--- src/rtl/nrzi_rx_decoder.sv ---
// nrzi_rx_decoder: NRZI line receiver with sync hunt, bit destuffing and valid/ready byte output
module nrzi_rx_decoder #(
   parameter int          DATA_W    = 8,
   parameter int          STUFF_LEN = 6,
   parameter logic [7:0]  SYNC_PAT  = 8'b1000_0000
) (
   input  logic              clk,
   input  logic              rst,
   input  logic              bit_en,
   input  logic              line_in,
   input  logic              eop,
   output logic [DATA_W-1:0] data_out,
   output logic              data_valid,
   input  logic              data_ready,
   output logic              rx_active,
   output logic              frame_done,
   output logic              frame_err
);
   localparam int CW = $clog2(STUFF_LEN + 2);
   localparam int BW = (DATA_W > 1) ? $clog2(DATA_W) : 1;
   typedef enum logic {HUNT, RECV} state_t;
   state_t              state_q, state_d;
   logic                prev_lvl_q, prev_lvl_d;
   logic [CW-1:0]       ones_cnt_q, ones_cnt_d;
   logic [7:0]          history_q, history_d;
   logic [3:0]          hist_cnt_q, hist_cnt_d;
   logic [BW-1:0]       bit_cnt_q, bit_cnt_d;
   logic [DATA_W-1:0]   byte_q, byte_d;
   logic                overflow_q, overflow_d;
   logic [DATA_W-1:0]   data_out_q, data_out_d;
   logic                data_valid_q, data_valid_d;
   logic                frame_done_q, frame_done_d;
   logic                frame_err_q, frame_err_d;
   logic                d;
   logic [7:0]          hist_upd;
   logic [CW-1:0]       ones_inc;
   assign data_out   = data_out_q;
   assign data_valid = data_valid_q;
   assign rx_active  = (state_q == RECV);
   assign frame_done = frame_done_q;
   assign frame_err  = frame_err_q;
   // decode, sync hunt, destuff, byte assembly and handshake; sync only counts once eight real bits are in history
   always_comb begin
      d            = ~(line_in ^ prev_lvl_q);
      hist_upd     = {d, history_q[7:1]};
      ones_inc     = (ones_cnt_q == CW'(STUFF_LEN + 1)) ? ones_cnt_q : ones_cnt_q + 1'b1;
      state_d      = state_q;
      prev_lvl_d   = prev_lvl_q;
      ones_cnt_d   = ones_cnt_q;
      history_d    = history_q;
      hist_cnt_d   = hist_cnt_q;
      bit_cnt_d    = bit_cnt_q;
      byte_d       = byte_q;
      overflow_d   = overflow_q;
      data_out_d   = data_out_q;
      data_valid_d = data_valid_q & ~data_ready;
      frame_done_d = 1'b0;
      frame_err_d  = 1'b0;
      if (bit_en) begin
         prev_lvl_d = line_in;
         ones_cnt_d = d ? ones_inc : '0;
         history_d  = hist_upd;
         hist_cnt_d = (hist_cnt_q == 4'd8) ? hist_cnt_q : hist_cnt_q + 4'd1;
         if (state_q == HUNT) begin
            if (hist_upd == SYNC_PAT && hist_cnt_q >= 4'd7) begin
               state_d    = RECV;
               bit_cnt_d  = '0;
               overflow_d = 1'b0;
            end
         end else if (eop) begin
            frame_done_d = 1'b1;
            frame_err_d  = (bit_cnt_q != '0) | overflow_q;
            state_d      = HUNT;
         end else if (ones_cnt_q == CW'(STUFF_LEN)) begin
            frame_done_d = d;
            frame_err_d  = d;
            state_d      = d ? HUNT : RECV;
         end else begin
            byte_d    = {d, byte_q[DATA_W-1:1]};
            bit_cnt_d = (bit_cnt_q == BW'(DATA_W - 1)) ? '0 : bit_cnt_q + 1'b1;
            if (bit_cnt_q == BW'(DATA_W - 1)) begin
               data_out_d   = (!data_valid_q || data_ready) ? byte_d : data_out_q;
               data_valid_d = (!data_valid_q || data_ready) ? 1'b1 : data_valid_d;
               overflow_d   = (data_valid_q && !data_ready) ? 1'b1 : overflow_q;
            end
         end
      end
   end
   // state registers with synchronous reset to the idle hunt condition
   always_ff @(posedge clk) begin
      if (rst) begin
         state_q      <= HUNT;
         prev_lvl_q   <= 1'b1;
         ones_cnt_q   <= '0;
         history_q    <= '0;
         hist_cnt_q   <= '0;
         bit_cnt_q    <= '0;
         byte_q       <= '0;
         overflow_q   <= 1'b0;
         data_out_q   <= '0;
         data_valid_q <= 1'b0;
         frame_done_q <= 1'b0;
         frame_err_q  <= 1'b0;
      end else begin
         state_q      <= state_d;
         prev_lvl_q   <= prev_lvl_d;
         ones_cnt_q   <= ones_cnt_d;
         history_q    <= history_d;
         hist_cnt_q   <= hist_cnt_d;
         bit_cnt_q    <= bit_cnt_d;
         byte_q       <= byte_d;
         overflow_q   <= overflow_d;
         data_out_q   <= data_out_d;
         data_valid_q <= data_valid_d;
         frame_done_q <= frame_done_d;
         frame_err_q  <= frame_err_d;
      end
   end
endmodule

--- config.mk ---
export PLATFORM = sky130hd
export DESIGN_NAME = nrzi_rx_decoder
export DESIGN_NICKNAME = d
export VERILOG_FILES = /design/src/rtl/nrzi_rx_decoder.sv
export SDC_FILE = /design/constraint.sdc
export NUM_CORES = 1
export LEC_CHECK = 0
export ABC_AREA = 0
export BUFFER_PORTS_ARGS = -buffer_cell sky130_fd_sc_hd__clkbuf_2
export CELL_PAD_IN_SITES_DETAIL_PLACEMENT = 0
export CELL_PAD_IN_SITES_GLOBAL_PLACEMENT = 1
export CORE_MARGIN = 1.5
export CORE_UTILIZATION = 47
export CTS_CLUSTER_SIZE = 14
export DETAILED_ROUTE_END_ITERATION = 10
export GPL_ROUTABILITY_DRIVEN = 0
export PLACE_DENSITY = 0.86
export SYNTH_ARGS = -nofsm -noshare
export SYNTH_HDL_FRONTEND = slang
export SYNTH_SLANG_ARGS = --single-unit
--- constraint.sdc ---
create_clock -name clk -period 2.8 [get_ports clk]
set_input_delay 0.14 -clock clk [delete_from_list [all_inputs] [get_ports clk]]
set_output_delay 0.14 -clock clk [all_outputs]
set_load 0.05 [all_outputs]
-- Yosys cells after proc, flatten, opt, wreduce, memory -nomap -nowiden
Cells that the tools add are included.
- output and inout bits: 12
- flip-flop bits (word level): 40
- bits of input ports: 6
- logic and storage cells: 77
- add/sub/neg operators: 3
- equality and inequality tests: 10
- magnitude comparators: 1
- multiplexer cells: 27
- bitwise logic cells: 10
- reduce and logical (&&, ||, !) cells: 14
- operators with widths (operator ; count):
    $mux W3 ; 7
    $mux W1 ; 20
    $reduce_and A6 Y1 ; 2
    $eq A3 B3 Y1 const B ; 3
    $eq A8 B8 Y1 const B ; 1
    $reduce_and A4 Y1 ; 2
    $not A1 Y1 ; 7
    $add A3 B1 Y3 const B ; 2
    $ne A2 B2 Y1 const B ; 3
    $add A4 B1 Y4 const B ; 1
    $eq A4 B4 Y1 const B ; 1
    $ge A4 B3 Y1 const B ; 1
    $ne A2 B1 Y1 const B ; 2
    $reduce_and A2 Y1 ; 2
    $reduce_bool A3 Y1 ; 1
    $reduce_or A3 Y1 ; 1
    $logic_and A1 B1 Y1 ; 2
    $logic_not A1 Y1 ; 2
    $reduce_bool A2 Y1 ; 1
    $and A1 B1 Y1 ; 1
    $logic_or A1 B1 Y1 ; 1
    $or A1 B1 Y1 ; 1
    $xor A1 B1 Y1 ; 1

-- Longest topological paths before layout
- depth after elaboration: 8
- gate-level depth with buffers: 7

-- Worst setup path before layout
Ideal clock, no wire load.
- path kind: reg2reg
- start: register state_q (netlist: rx_active)
- end: register data_out_q[7] (netlist: data_out[7])
- cell stages (with the launch flop): 5
- clock period less this slack: 1683 ps
- required time: 2672 ps
- path slack: 1117 ps
- data arrival time: 1555 ps
- cell sequence: dfxtp_1 -> a21boi_2 -> nand4_2 -> mux2i_1 -> nor2_1
- word-level cells in the longest chain between the ends: 1
- RTL lines (element ; line ; text):
    from (decl) ; 22 ; state_t state_q, state_d;
    from (signal assigned) ; 105 ; state_q <= state_d;
    $reduce_and A6 Y1 (no line) ; -- ;
    to (signal assigned) ; 113 ; data_out_q <= data_out_d;
    to (decl) ; 30 ; logic [DATA_W-1:0] data_out_q, data_out_d;
No other way between the ends.
A chain may end at the register's enable or synchronous reset.

-- Worst setup path after layout
- start: register ones_cnt_q[0]
- end: register data_out_q[1] (netlist: data_out[1])
- word-level cells in the longest chain between the ends: 3
- RTL lines (element ; line ; text):
    from (decl) ; 24 ; logic [CW-1:0] ones_cnt_q, ones_cnt_d;
    from (signal assigned) ; 107 ; ones_cnt_q <= ones_cnt_d;
    $eq A3 B3 Y1 ; 74 ; end else if (ones_cnt_q == CW'(STUFF_LEN)) begin
    $not A1 Y1 (no line) ; -- ;
    $reduce_and A6 Y1 (no line) ; -- ;
No other way between the ends.

==> results summary <==
The number of logic stages on the critical path including buffering is 6. The initial antenna violation count is 0. The peak fanout along the critical path came out at 8. The number of max-capacitance violations reported came out at 0.

The first-pass iteration count of the detailed router came out at 6. The largest individual stage delay along the critical path comes from the cell sky130_fd_sc_hd__dfxtp_1. The number of design rule violations left after detail routing came out at 0.

The detailed placer's ending HPWL is 2000 µm. The worst register-to-register path ends at data_out[1]. TritonCTS built the clock tree. After synthesis, flip-flops and latches occupy 47.7% of the total area. The number of setup buffers added after CTS is 0. The post-detailed-routing wire length is ~2800 µm. The run finished with clean final reports.

The final sum of negative setup slack came out at 0 ps. The library cell with the largest summed area after synthesis is sky130_fd_sc_hd__dfxtp_1. When the netlist entered floorplanning its net count stood at 184. Ranked by total cell area, the synthesized netlist is headed by sky130_fd_sc_hd__dfxtp_1 48%, sky130_fd_sc_hd__mux2i_1 11%, sky130_fd_sc_hd__ha_1 6.3%. For the worst-skew pair, the clock arrives at the later sink with an insertion delay of 330 ps. The overflow left after global routing is 0.

On the worst path, the slowest cell contributes a delay of between 300 and 400 ps. Among cell families on the critical path, the largest total delay comes from simple AND/OR/NAND/NOR gates. The wire length per cell came out at ~12 µm.

Across the VDD grid, the largest voltage drop is ~0.3 mV. The cell total after placement came out at between 200 and 250. By count the netlist is led by 38 x sky130_fd_sc_hd__dfxtp_1, 23 x sky130_fd_sc_hd__nor2_1, 22 x sky130_fd_sc_hd__nand2_1.

The data arrival time at the worst-slack endpoint is 1840 ps. The total count of hold-check failures in the final report is 0. The clock slew at the register clock pins of the worst setup and hold paths is about 100 ps. The post-route clock period utilization came out at 58.5%. The H-tree depth came out at 2. The most common flop cell mapped by yosys is sky130_fd_sc_hd__dfxtp_1.

The first global-routing pass estimated 4800 µm of wire. For this run, the number of standard cells in the final layout without fillers is 231. In this run, post-CTS hold repair placed 0 buffers. The growth of design area from synthesis to finish came out at 9.58%. The chip width came out at 61.2 µm. The most critical setup path has its endpoint at data_out[1]. The transition time of the tightest slew-check pin is 700 ps. The repair_antennas step left the layout with diodes totalling 0. The synthesized instance count came out at 170. The peak clock frequency supported by timing is 0.611 GHz. The die span in y is 61.2 µm. Setup repair after global routing left no endpoint under its margin. For this run, asynchronously set or reset flops after synthesis account for 0%. The critical path required time came out at 3000 ps. Row generation in the floorplan step produced 20 rows. The post-layout net count came out at 201. The tree is rooted in a sky130_fd_sc_hd__clkbuf_4. The hold slack came out at 42.5 ps. The count of yosys warnings during synthesis is 0.

The register bit total from synthesis is 38. The count of final max-slew check failures came out at 0. Global routing used 17.5% of the available tracks across all layers.

STA classifies the critical path endpoint as a register. The area share of the largest cell type after synthesis came out at 47.7%. In this run the worst setup path begins at ones_cnt_q[0]. The top-level port count came out at 18.

The mean number of vias per cell came out at 5.16. The average instance area after synthesis is 9.38 µm². The antenna violation net count after detailed routing is 0. sky130_fd_sc_hd__dfxtp_1 is the most common cell in the netlist. The clock period minus final worst setup slack came out at 1640 ps.

The total power divided by cell area is 491 mW/mm². The via count of the first global-routing pass is 1,117. The count of instances resized after the clock tree is built is 0. The total number of vias came out at about 1,200. Counting the buffers created by CTS gives 5.

Cells with a size suffix above 1 make up 15.0% of the layout. The detailed router's first-iteration violation count is 70. CTS saw 38 sinks. Traced cell by cell, the critical path runs through inv_1, ha_1, a21boi_2, nand4_2, mux2i_1, nor2_1. Counting both buffers and inverters, the worst setup path holds a total of 1. The remaining max-slew budget at the tightest pin came out at 53.3%. The area of the die came out at 0.00375 mm². The startpoint identified for the worst register-to-register timing path is ones_cnt_q[0]. The worst hold path class is in2reg. The count of distinct cell types in the synthesized netlist is 35.

For the worst flop-to-flop path, the logic depth is 6. The count of input and output buffers came out at 17. Summed over all cells, the static leakage comes to slightly below 0.8 nW. The kind of critical path is reg2reg. The synthesized netlist occupies a cell area of around 0.0016 mm².

The setup check on the worst reg-to-reg path leaves a slack of 1160 ps. The final clock skew is a little under 7 ps. STA classifies the critical path startpoint as a register. The longest clock path from root to sink contains 2 buffers. The placeable core area is around 0.0031 mm². The largest net degree at the start of global routing is 36. The final setup violation count is 0. The starting density of the core is 51.0%. The count of flip-flops with a built-in enable after synthesis is 0.
==> sequential cells by signal (all words and copies together) (netlist names), 3 cells and up <==
register and flops:
data_out 8, byte_q 7, history_q 7, hist_cnt_q 4
bit_cnt_q 3, ones_cnt_q 3
==> area by class of cell <==
type                       instances  area (µm²)
fill                             287        1380
timing repair buffer              17        85.1
tap                               44        55.1
clock buffer                       7        45.0
sequential                        38         761
multi-input combinational        118         774
inverter                           7        26.3
==> cell usage in the layout (no fill, tap or decap), types with 2 or more instances in the layout <==
cell	synthesis	layout
sky130_fd_sc_hd__xor2_1	2	2
sky130_fd_sc_hd__nor4_1	2	2
sky130_fd_sc_hd__inv_1	7	7
sky130_fd_sc_hd__nand2b_1	2	2
sky130_fd_sc_hd__a21oi_1	11	11
sky130_fd_sc_hd__mux2i_1	17	17
sky130_fd_sc_hd__a22oi_1	2	2
sky130_fd_sc_hd__xnor2_1	2	2
sky130_fd_sc_hd__clkbuf_2	0	17
sky130_fd_sc_hd__ha_1	8	8
sky130_fd_sc_hd__nor2_1	23	23
sky130_fd_sc_hd__o31ai_1	2	2
sky130_fd_sc_hd__nand2_1	22	22
sky130_fd_sc_hd__clkbuf_1	4	2
sky130_fd_sc_hd__nand4b_1	2	2
sky130_fd_sc_hd__o21ai_0	2	2
sky130_fd_sc_hd__nand3_1	4	4
sky130_fd_sc_hd__a21boi_2	2	2
sky130_fd_sc_hd__clkbuf_4	0	5
sky130_fd_sc_hd__dfxtp_1	38	38
==> worst reg2reg max path, delay by kind of cell, from the launching register on <==
family / cells / cell delay [ps]
adders and majority gates: 1 / 230
and+or+nand+nor: 2 / 390
buffers and inverters: 1 / 70
DFF: 1 / 350
AOI/OAI and AO/OA: 1 / 210
muxes: 1 / 250
==> how the worst min path moves through the flow <==
stage	slack, ps	cells after the start	startpoint	end
floorplan	250	1	eop	frame_err
global placement	390	2	eop	frame_err
detailed placement	400	2	eop	frame_err
CTS	40	2	eop	frame_err
global route	20	2	eop	frame_err
finish	40	2	eop	frame_err
==> power breakdown <==
group	total [mW]	switching, mW	internal [mW]	leakage, nW
combinational	0.0505	0.0309	0.0196	0.452
sequential	0.553	0.00571	0.548	0.307
clock	0.253	0.158	0.0947	0.0254
==> cell families after synthesis <==
logic type / after synthesis / share of synthesized area (%)
muxes: 17 / 10.7
and+or+nand+nor: 65 / 19.2
xor gates and xnor gates: 4 / 2.20
adders and majority gates: 8 / 6.28
AOI/OAI and AO/OA: 24 / 10.2
DFF: 38 / 47.7
buffers and inverters: 14 / 3.69
==> per-layer routing <==
metal  wire length [µm]  GRT usage [%]  up-vias  share of wire [%]
met3                134           6.09        6                4.7
li1                   -              -      609                  -
met2               1290           27.7       15                 46
met4                 40           6.52        0                1.4
met5                  0              0        -                  0
met1               1370           22.1      561                 48
==> stage by stage <==
| stage | worst slack (ps) | util (%) | cell area [µm²] | power (mW) |
|---|---|---|---|---|
| floorplan | 1120 | - | 1590 | 0.606 |
| global placement | 1200 | 54.4 | 1700 | 0.614 |
| detailed placement | 1140 | 54.4 | 1700 | 0.617 |
| CTS | 1130 | 55.8 | 1750 | 0.866 |
| global route | 1020 | 55.8 | 1750 | 0.907 |
| finish | 1160 | 55.8 | 1750 | 0.857 |
Note: power is estimated with default switching activity, not from simulation.
